==> config.mk <==
export PLATFORM = sky130hd
export DESIGN_NAME = imem_fetch_ctrl_flat
export DESIGN_NICKNAME = d
export VERILOG_FILES = /design/src/rtl/imem_fetch_ctrl_pkg.sv /design/src/rtl/imem_fetch_ctrl_if.sv /design/src/rtl/imem_fetch_ctrl_fetch_queue.sv /design/src/rtl/imem_fetch_ctrl.sv /design/src/flat_wrapper.sv
export SDC_FILE = /design/constraint.sdc
export NUM_CORES = 1
export LEC_CHECK = 0
export CAP_MARGIN = 15
export CORE_MARGIN = 2
export CORE_UTILIZATION = 53
export DETAILED_ROUTE_END_ITERATION = 10
export GPL_TIMING_DRIVEN = 0
export PLACE_DENSITY = 0.81
export SLEW_MARGIN = 5
export SYNTH_ARGS = -nofsm -noshare
export SYNTH_HDL_FRONTEND = slang
export SYNTH_SLANG_ARGS = --single-unit
==> constraint.sdc <==
create_clock -name clk -period 2.6 [get_ports clk]
set_input_delay 0.26 -clock clk [delete_from_list [all_inputs] [get_ports clk]]
set_output_delay 0.26 -clock clk [all_outputs]
set_load 0.02 [all_outputs]
==> src/rtl/imem_fetch_ctrl_pkg.sv <==
// ---------------------------------------------------------------------------
// imem_fetch_pkg
// Shared types and constants for the instruction-fetch controller.
//   fetch_state_e : controller FSM states (FAULT is only reachable when the
//                   build defines IMEM_FETCH_BOUNDS_EN)
//   fetch_entry_t : one prefetch-queue entry {pc, instr}
//   INSTR_BYTES   : PC increment per fetched word
//   DEFAULT_RESET_PC : default fetch PC after reset
// ---------------------------------------------------------------------------
package imem_fetch_pkg;

  localparam int          INSTR_BYTES      = 4;
  localparam logic [31:0] DEFAULT_RESET_PC = 32'h0000_0000;

  typedef enum logic [1:0] {
    IDLE  = 2'd0,
    RUN   = 2'd1,
    FAULT = 2'd2
  } fetch_state_e;

  typedef struct packed {
    logic [31:0] pc;
    logic [31:0] instr;
  } fetch_entry_t;

endpackage

==> src/rtl/imem_fetch_ctrl_if.sv <==
// ---------------------------------------------------------------------------
// imem_fetch_ctrl_if
// Bundles the fetch controller's memory, redirect and decode-side signals.
//   slave  : view used by imem_fetch_ctrl
//   master : view used by the surrounding core / testbench
// Signals:
//   fetch_en        enable level for fetching
//   imem_addr       byte address to instruction memory
//   imem_data       combinational word returned for imem_addr
//   redirect_valid  one-cycle re-steer pulse
//   redirect_pc     new fetch PC (bits [1:0] ignored)
//   instr_valid     queue head valid
//   instr_ready     decode accepts head
//   instr           head instruction word
//   instr_pc        PC of head instruction
//   fault           sticky out-of-range fetch flag (0 unless bounds build)
// ---------------------------------------------------------------------------
interface imem_fetch_ctrl_if;

  logic        fetch_en;
  logic [31:0] imem_addr;
  logic [31:0] imem_data;
  logic        redirect_valid;
  logic [31:0] redirect_pc;
  logic        instr_valid;
  logic        instr_ready;
  logic [31:0] instr;
  logic [31:0] instr_pc;
  logic        fault;

  modport slave (
    input  fetch_en, imem_data, redirect_valid, redirect_pc, instr_ready,
    output imem_addr, instr_valid, instr, instr_pc, fault
  );

  modport master (
    output fetch_en, imem_data, redirect_valid, redirect_pc, instr_ready,
    input  imem_addr, instr_valid, instr, instr_pc, fault
  );

endinterface

==> src/rtl/imem_fetch_ctrl_fetch_queue.sv <==
// ---------------------------------------------------------------------------
// fetch_queue
// Synchronous FIFO of {pc, instr} entries feeding the decode stage.
// Ports:
//   clk, rst_n     clock, async active-low reset
//   push_i         write push_entry_i (accepted if not full or popping)
//   pop_i          remove head (ignored when empty)
//   flush_i        empty the queue; wins over push
//   push_entry_i   entry to write
//   head_o         current head; holds the last presented head when empty
//   valid_o        queue non-empty
//   full_o         queue holds DEPTH entries
// ---------------------------------------------------------------------------
module fetch_queue
  import imem_fetch_pkg::*;
#(
  parameter int DEPTH = 2
) (
  input  logic         clk,
  input  logic         rst_n,
  input  logic         push_i,
  input  logic         pop_i,
  input  logic         flush_i,
  input  fetch_entry_t push_entry_i,
  output fetch_entry_t head_o,
  output logic         valid_o,
  output logic         full_o
);

  localparam int AW = $clog2(DEPTH);
  localparam int CW = AW + 1;

  fetch_entry_t    mem_q [DEPTH];
  fetch_entry_t    last_q;
  logic [AW-1:0]   wr_ptr_q;
  logic [AW-1:0]   rd_ptr_q;
  logic [CW-1:0]   count_q;
  logic            pop_eff;
  logic            push_eff;

  assign valid_o  = (count_q != '0);
  assign full_o   = (count_q == CW'(DEPTH));
  assign pop_eff  = pop_i && valid_o;
  assign push_eff = push_i && (!full_o || pop_eff);

  // When empty the head mirrors the last word shown so instr/instr_pc stay stable.
  assign head_o = valid_o ? mem_q[rd_ptr_q] : last_q;

  always_ff @(posedge clk or negedge rst_n) begin
    if (!rst_n) begin
      wr_ptr_q <= '0;
      rd_ptr_q <= '0;
      count_q  <= '0;
      last_q   <= '0;
      for (int i = 0; i < DEPTH; i++) begin
        mem_q[i] <= '0;
      end
    end else begin
      last_q <= head_o;
      if (flush_i) begin
        wr_ptr_q <= '0;
        rd_ptr_q <= '0;
        count_q  <= '0;
      end else begin
        if (push_eff) begin
          mem_q[wr_ptr_q] <= push_entry_i;
          wr_ptr_q        <= wr_ptr_q + 1'b1;
        end
        if (pop_eff) begin
          rd_ptr_q <= rd_ptr_q + 1'b1;
        end
        count_q <= count_q + CW'(push_eff) - CW'(pop_eff);
      end
    end
  end

endmodule

==> src/rtl/imem_fetch_ctrl.sv <==
// ---------------------------------------------------------------------------
// imem_fetch_ctrl
// Instruction-fetch controller: owns the fetch PC, drives the instruction
// memory address, captures {pc, word} into a prefetch queue and presents the
// head to decode over valid/ready. Redirects flush the queue and re-steer.
// Optional bounds checking is compiled in with the macro IMEM_FETCH_BOUNDS_EN:
// a fetch at fpc with fpc+3 >= MEM_BYTES is suppressed and sets a sticky
// fault until the next redirect.
// Ports:
//   clk    rising-edge clock
//   rst_n  asynchronous active-low reset
//   bus    imem_fetch_ctrl_if.slave (memory, redirect, decode and fault)
// Parameters:
//   RESET_PC    fetch PC after reset
//   FIFO_DEPTH  prefetch queue depth (power of two, >= 2)
//   MEM_BYTES   memory size in bytes, used by the bounds check only
// ---------------------------------------------------------------------------
module imem_fetch_ctrl
  import imem_fetch_pkg::*;
#(
  parameter logic [31:0] RESET_PC   = DEFAULT_RESET_PC,
  parameter int          FIFO_DEPTH = 2,
  parameter int          MEM_BYTES  = 2500
) (
  input logic              clk,
  input logic              rst_n,
  imem_fetch_ctrl_if.slave bus
);

  //  state | meaning
  //  IDLE  | not fetching; queue may still drain, redirects still update fpc
  //  RUN   | fetching one word per cycle while the queue has room
  //  FAULT | out-of-range fetch seen; fault held until a redirect

  generate
    if (FIFO_DEPTH < 2 || (FIFO_DEPTH & (FIFO_DEPTH - 1)) != 0) begin : g_bad_depth
      $error("FIFO_DEPTH must be a power of two and at least 2");
    end
    if (MEM_BYTES < INSTR_BYTES) begin : g_bad_mem
      $error("MEM_BYTES must hold at least one instruction");
    end
  endgenerate

  fetch_state_e state_q;
  logic [31:0]  fpc_q;
  fetch_entry_t head;
  fetch_entry_t push_entry;
  logic         q_valid;
  logic         q_full;
  logic         pop;
  logic         fetch_req;
  logic         push;

  assign pop        = q_valid && bus.instr_ready;
  // A full queue can still take a word when the head leaves the same cycle.
  assign fetch_req  = (state_q == RUN) && bus.fetch_en && !bus.redirect_valid
                      && (!q_full || pop);
  assign push_entry = '{pc: fpc_q, instr: bus.imem_data};

`ifdef IMEM_FETCH_BOUNDS_EN
  logic fault_q;
  logic oob;
  logic fault_hit;

  // 33-bit compare so addresses near 2^32 do not wrap into range.
  assign oob       = ({1'b0, fpc_q} + 33'd3) >= 33'(MEM_BYTES);
  assign push      = fetch_req && !oob;
  assign fault_hit = fetch_req && oob;
  assign bus.fault = fault_q;
`else
  assign push      = fetch_req;
  assign bus.fault = 1'b0;
`endif

  always_ff @(posedge clk or negedge rst_n) begin
    if (!rst_n) begin
      state_q <= IDLE;
      fpc_q   <= RESET_PC;
`ifdef IMEM_FETCH_BOUNDS_EN
      fault_q <= 1'b0;
`endif
    end else if (bus.redirect_valid) begin
      fpc_q   <= {bus.redirect_pc[31:2], 2'b00};
      state_q <= bus.fetch_en ? RUN : IDLE;
`ifdef IMEM_FETCH_BOUNDS_EN
      fault_q <= 1'b0;
`endif
    end else begin
      if (push) begin
        fpc_q <= fpc_q + 32'(INSTR_BYTES);
      end
      case (state_q)
        IDLE: begin
          if (bus.fetch_en) state_q <= RUN;
        end
        RUN: begin
`ifdef IMEM_FETCH_BOUNDS_EN
          if (fault_hit) begin
            state_q <= FAULT;
            fault_q <= 1'b1;
          end else if (!bus.fetch_en) begin
            state_q <= IDLE;
          end
`else
          if (!bus.fetch_en) state_q <= IDLE;
`endif
        end
`ifdef IMEM_FETCH_BOUNDS_EN
        FAULT: state_q <= FAULT;
`endif
        default: state_q <= IDLE;
      endcase
    end
  end

  fetch_queue #(
    .DEPTH (FIFO_DEPTH)
  ) u_queue (
    .clk          (clk),
    .rst_n        (rst_n),
    .push_i       (push),
    .pop_i        (pop),
    .flush_i      (bus.redirect_valid),
    .push_entry_i (push_entry),
    .head_o       (head),
    .valid_o      (q_valid),
    .full_o       (q_full)
  );

  assign bus.imem_addr   = fpc_q;
  assign bus.instr_valid = q_valid;
  assign bus.instr       = head.instr;
  assign bus.instr_pc    = head.pc;

endmodule

==> src/flat_wrapper.sv <==
// flat-port wrapper written by rule: the top's interface ports become plain ports
module imem_fetch_ctrl_flat import imem_fetch_pkg::*;
#(
  parameter logic [31:0] RESET_PC   = DEFAULT_RESET_PC,
  parameter int          FIFO_DEPTH = 2,
  parameter int          MEM_BYTES  = 2500
)
  (clk, rst_n, bus_fetch_en, bus_imem_data, bus_redirect_valid, bus_redirect_pc, bus_instr_ready, bus_imem_addr, bus_instr_valid, bus_instr, bus_instr_pc, bus_fault);
  imem_fetch_ctrl_if bus_i ();
  input logic clk;
  input logic rst_n;
  input wire logic [$bits(bus_i.fetch_en)-1:0] bus_fetch_en;
  input wire logic [$bits(bus_i.imem_data)-1:0] bus_imem_data;
  input wire logic [$bits(bus_i.redirect_valid)-1:0] bus_redirect_valid;
  input wire logic [$bits(bus_i.redirect_pc)-1:0] bus_redirect_pc;
  input wire logic [$bits(bus_i.instr_ready)-1:0] bus_instr_ready;
  output wire logic [$bits(bus_i.imem_addr)-1:0] bus_imem_addr;
  output wire logic [$bits(bus_i.instr_valid)-1:0] bus_instr_valid;
  output wire logic [$bits(bus_i.instr)-1:0] bus_instr;
  output wire logic [$bits(bus_i.instr_pc)-1:0] bus_instr_pc;
  output wire logic [$bits(bus_i.fault)-1:0] bus_fault;
  assign bus_i.fetch_en = bus_fetch_en;
  assign bus_i.imem_data = bus_imem_data;
  assign bus_i.redirect_valid = bus_redirect_valid;
  assign bus_i.redirect_pc = bus_redirect_pc;
  assign bus_i.instr_ready = bus_instr_ready;
  assign bus_imem_addr = bus_i.imem_addr;
  assign bus_instr_valid = bus_i.instr_valid;
  assign bus_instr = bus_i.instr;
  assign bus_instr_pc = bus_i.instr_pc;
  assign bus_fault = bus_i.fault;
  imem_fetch_ctrl #(.RESET_PC(RESET_PC), .FIFO_DEPTH(FIFO_DEPTH), .MEM_BYTES(MEM_BYTES)) u_core (.clk(clk), .rst_n(rst_n), .bus(bus_i));
endmodule
# Word level (Yosys, flattened, before mapping)
# Index checks and enable logic that the tools add are counted.
[word_totals] reg_bits=230 inputBits=69 elab_cells=63
[op_classes] n_addsub=5 magnitude_cmp=3 eq_ne=4 mux=19 n_bitwise=3 n_reduce_logical=18
[op_table] operator="$mux W64" count=5
[op_table] operator="$bwmux W128" count=1
[op_table] operator="$demux W64 S1" count=1
[op_table] operator="$mux W32" count=2
[op_table] operator="$add A32 B3 Y32 const B" count=1
[op_table] operator="$mux W2" count=4
[op_table] operator="$reduce_bool A2 Y1" count=4
[op_table] operator="$logic_and A1 B1 Y1" count=7
[op_table] operator="$ne A3 B3 Y1 const B" count=2
[op_table] operator="$mux W1" count=5
[op_table] operator="$ge A2 B2 Y1 const B" count=2
[op_table] operator="$not A1 Y2" count=2
[op_table] operator="$pmux W2 S2" count=1
[op_table] operator="$reduce_and A2 Y1" count=2
[op_table] operator="$add A1 B1 Y1 const B" count=2
[op_table] operator="$add A2 B1 Y2" count=1
[op_table] operator="$eq A2 B1 Y1 const B" count=1
[op_table] operator="$eq A2 B2 Y1 const B" count=1
[op_table] operator="$logic_not A1 Y1" count=2
[op_table] operator="$logic_not A2 Y1" count=1
[op_table] operator="$logic_or A1 B1 Y1" count=2
[op_table] operator="$lt A2 B1 Y1 const B" count=1
[op_table] operator="$sub A2 B1 Y2" count=1
[op_table] operator="$not A1 Y1" count=1

# Depth between registers and ports, before layout
[depth] depth_word=8 mapped_depth=9

# Modules after synthesis
# A second synthesis with hierarchy kept.
[hier_totals] hier_cells=787 area_unflattened_um2=9987.1
[by_module_without_submodules] module="fetch_queue" instances=1 cells_per_inst=572 area_each_um2=8124.0 seq_area_each_um2=4904.7
[by_module_without_submodules] module="imem_fetch_ctrl" instances=1 cells_per_inst=215 area_each_um2=1863.0 seq_area_each_um2=775.7

# Worst setup path after synthesis
# OpenSTA, ideal clock, no wires.
[synth_path] path_type="reg2reg" startpoint="register u_core.u_queue.count_q[0]" endpoint="register u_core.u_queue.count_q[0]" setup_ns=0.132 arrival_ns=1.914 t_required_ns=2.468 slack_ns=0.554 stages_incl_launch_ff=9 synth_period_minus_slack_ns=2.046 path_cell_list="dfrtp_1 > nor3b_2 > nor3_4 > inv_2 > clkbuf_1 > ha_1 > inv_1 > ha_1 > nor2b_1"
[synth_between] elab_chain_cells=8 word_cells_on_any_way=12 cone_classes="2 x add/sub; 1 x eq/ne; 1 x mux; 8 x reduce/logical"
[synth_rtl] element="start, declared" line_no="imem_fetch_ctrl_fetch_queue.sv:37" source="logic [CW-1:0] count_q;"
[synth_rtl] element="start signal, assigned" line_no="imem_fetch_ctrl_fetch_queue.sv:72" source="count_q <= count_q + CW'(push_eff) - CW'(pop_eff);"
[synth_rtl] element="$eq A2 B2 Y1 or $reduce_bool A2 Y1 (tied branches)" line_no="imem_fetch_ctrl_fetch_queue.sv:42, imem_fetch_ctrl_fetch_queue.sv:41"
[synth_rtl] element="$logic_not A1 Y1 or $logic_and A1 B1 Y1 (tied branches)" line_no="imem_fetch_ctrl_fetch_queue.sv:44, imem_fetch_ctrl.sv:57, imem_fetch_ctrl.sv:54"
[synth_rtl] element="$logic_or A1 B1 Y1 or $logic_and A1 B1 Y1 (tied branches)" line_no="imem_fetch_ctrl.sv:57, imem_fetch_ctrl_fetch_queue.sv:43"
[synth_rtl] element="$logic_and A1 B1 Y1 or $logic_or A1 B1 Y1 (tied branches)" line_no="imem_fetch_ctrl.sv:57, imem_fetch_ctrl_fetch_queue.sv:44"
[synth_rtl] element="$logic_and A1 B1 Y1" line_no="imem_fetch_ctrl_fetch_queue.sv:44" source="assign push_eff = push_i && (!full_o || pop_eff);"
[synth_rtl] element="$add A2 B1 Y2" line_no="imem_fetch_ctrl_fetch_queue.sv:72"
[synth_rtl] element="$sub A2 B1 Y2 (*)" line_no="imem_fetch_ctrl_fetch_queue.sv:72"
[synth_rtl] element="$mux W2 (*)" line_no="imem_fetch_ctrl_fetch_queue.sv:60" source="if (flush_i) begin"
# Mark *: on every way between the ends. The rest lies on a longest branch, timed or not.
# A chain may end at the register's enable or synchronous reset.

# Worst setup path in the final report
[layout_path] startpoint="register u_core.u_queue.count_q[1]" endpoint="output bus_instr_pc[15]"
[layout_between] elab_chain_cells=2
[layout_rtl] element="$reduce_bool A2 Y1" line_no="imem_fetch_ctrl_fetch_queue.sv:41" source="assign valid_o = (count_q != '0);"
[layout_rtl] element="$mux W64" line_no="imem_fetch_ctrl_fetch_queue.sv:47" source="assign head_o = valid_o ? mem_q[rd_ptr_q] : last_q;"
[layout_rtl] element="end, declared" line_no="flat_wrapper.sv:20" source="output wire logic [$bits(bus_i.instr_pc)-1:0] bus_instr_pc;"
# No other way between the ends.

==> metrics.cfg <==
[timing]
max_freq_ghz=0.400
min_period_ns=2.50
slew_headroom_pct=45.3
setup_slack_ns=0.0999
tns_ns=0
setup_viol=0
drv_slew=0
fin_crit_sh_pct=96.2
tightest_slew_ns=0.820
finClkSkew_ns=0.00899
final-hold-violation-count=0

[routing]
viasPerCell=5.67
drc=0
vias=6788
wl_per_cell_um=19.5
routed_wl_um=23300
drt_iter0_drc=433
ant_nets=0
drt-pass1-iter-count=5

[global_route]
grt_max_degree=113
grt_busiest_layer=met2
met1_usage_pct=34.2
grt_pass1_wl_um=37000
track_usage_pct=25.3
use_met2_pct=42.0
antenna_found_initial=1
grt_pass1_vias=7220
use_met3_pct=5.08
grt-ovfl-total=0

[logic_synthesis]
synth_compound_area_share_pct=7.85
synth_top_family_by_area=multiplexers
synth_ff_type=dfrtp_1
ys_async_sr_fraction_pct=100
synth-seq-cells=223
synth_cell_types=45
synth_mux_area_share_pct=21.3
synth_area_um2=9430
synth_area_leaders=dfrtp_1 59%, mux2_2 14%, mux2i_1 6.7%
ys_warn_count=0
yosysTopAreaCell=dfrtp_1
synthAdderAreaFrac_pct=0.398
synthCells=761
synthSimpleGateAreaFrac_pct=8.36
synth_edf_count=0
synth_seq_area_share_pct=59.2
synth_xor_area_share_pct=0.465
synth.top_cell.area_share_pct=59.2
avgSynthCellArea_um2=12.4

[power_and_ir_drop]
power_per_cell_area_nw_per_um2=1160
ir_drop_uv=937
p_leak_nw=5.60

[clock_network]
cts_root_buf=clkbuf_16
h-tree-depth=1
clk_path_buf_depth=3
cts.sinks=223
cts_made_buffers=24
insertion_delay_ns=0.51
clk_pin_slew_ns=0.06
cts_tree=done

[worst_setup_path]
worstPathArrival_ns=2.24
critPathCaptureType=output pin
critPathMostFrequentCell=clkbuf_4
path_buf_inv=3
startpoint=u_core.u_queue.count_q[1]
critical-path-max-stage-delay_ns=0.45
worstPathRequired_ns=2.34
r2r_start=u_core.u_queue.count_q[1]
critPathTopFamily=buffers and inverters
critPathMaxFanout=10
path_class=reg -> out
crit_slowest_cell=dfrtp_1
crit_path_cell_trace=nor2_4 -> clkbuf_4 -> clkbuf_4 -> nand2_1 -> o21ai_0 -> clkdlybuf4s15_1
cp-start-kind=flip-flop

[floorplanning]
start_util_pct=54.3
boundaryPins=167
dieArea_um2=18900
die_h_um=137
placementRows=48
die_width_um=137
coreArea_um2=17400

[placed_design]
dp.cells=1150
port_buffers=161
place.gp.congestion=0.893
pre_cts_slack_ns=-0.644
hpwl_um=15300

[worst_hold_path]
holdCritStartpoint=bus_fetch_en
hp-class=in -> reg

[finish]
diodes=0
nets=1028
drive_above_1_share_pct=22.9
instances_no_fill=1197
area_growth_pct=30.0

[outcome]
run_status=complete, no violations

[run]
maxCapViolations=0

## cells in the mapped netlist (5+ instances only)
master	n
mux2_1	6
o21ai_0	74
mux2i_1	63
nand4_1	14
nand2_1	102
buf_2	14
mux2_2	116
a21oi_1	7
and3_1	5
nor2_1	15
inv_1	5
dfrtp_1	223
o311ai_0	14
o211ai_1	8
nand3_1	14
clkbuf_1	28
## stage by stage
| step | hold WS (ns) | utilization, % | power, mW | area [um2] |
|---|---|---|---|---|
| floorplan | -0.0356 | - | 8.35 | 9430 |
| global placement | 0.462 | 65.3 | 10.9 | 11300 |
| detailed placement | 0.386 | 65.4 | 11.1 | 11400 |
| CTS | 0.320 | 70.5 | 14.4 | 12200 |
| global route | 0.341 | 70.6 | 15.1 | 12300 |
| finish | 0.341 | 70.6 | 14.3 | 12300 |
## power breakdown
group          switching [mW]  internal, mW  leakage, nW
Clock                    1.32          2.20        0.414
Combinational            3.28          2.31         2.38
Sequential              0.572          4.59         2.80
## layout make-up
cell class                 instances  area [um2]
sequential                       223        5580
tap                              225         282
clock inverter                     4        73.8
inverter                           6        22.5
multi-input combinational        488        3660
buffer                            46         255
fill                            1291        5100
timing repair buffer             167        1620
clock buffer                      38         764
## registers in the layout, summed over array words and instances (netlist names)
name / count
u_core.bus.imem_addr: 30
u_core.state_q: 1
u_core.u_queue.count_q: 2
u_core.u_queue.last_q: 64
u_core.u_queue.mem_q: 124
u_core.u_queue.rd_ptr_q: 1
u_core.u_queue.wr_ptr_q: 1
## cell families (layout without fill, tap and decap cells)
kind of cell,after synthesis,count (layout)
flops,223,223
mux,185,185
simple gates,171,172
compound gates,120,120
buf+inv,53,261
xor+xnor,5,5
fa+ha+maj,3,3
other cells,1,3
## path summary, 6_finish.rpt
kind                                             endpoint  slack (ns)  cells after the start
max in group asynchronous       u_core.u_queue.mem_q[100]        1.18                      3
worst min register to register  u_core.u_queue.last_q[32]        0.48                      1
worst min-delay path                    u_core.state_q[0]        0.34                      2
min in group asynchronous       u_core.u_queue.last_q[57]        0.41                      2
worst max-delay path                     bus_instr_pc[15]         0.1                      6
worst max register to register  u_core.u_queue.count_q[1]        0.11                      9
## metal layers
| metal | vias to the layer above | share of wire, % |
|---|---|---|
| met5 | - | 0 |
| met2 | 270 | 47 |
| li1 | 3116 | - |
| met1 | 3363 | 43 |
| met4 | 0 | 2.0 |
| met3 | 39 | 7.9 |
## cells in the final DEF (no fill, tap or decap), drive strengths merged, types with 8 or more instances in the layout
cell type	count
nand4	14
nor2	17
nand3	14
o21ai	75
o311ai	14
dlygate4sd2	22
clkdlybuf4s15	12
dfrtp	223
clkdlybuf4s50	99
clkbuf	77
o211ai	8
dlymetal6s2s	12
mux2	122
mux2i	63
nand2	102
buf	27
## timing repair
| action | CTS | global route |
|---|---|---|
| hold buffers | 1 | 0 |
| gates cloned | 0 | 1 |
| setup buffers | 3 | 1 |
| endpoints found under the hold margin | 111 | 0 |
| resized for setup | 85 | 70 |
| pin swaps | 1 | 1 |
| setup endpoints to repair | 64 | 165 |
(Power assumes the default switching activity.)
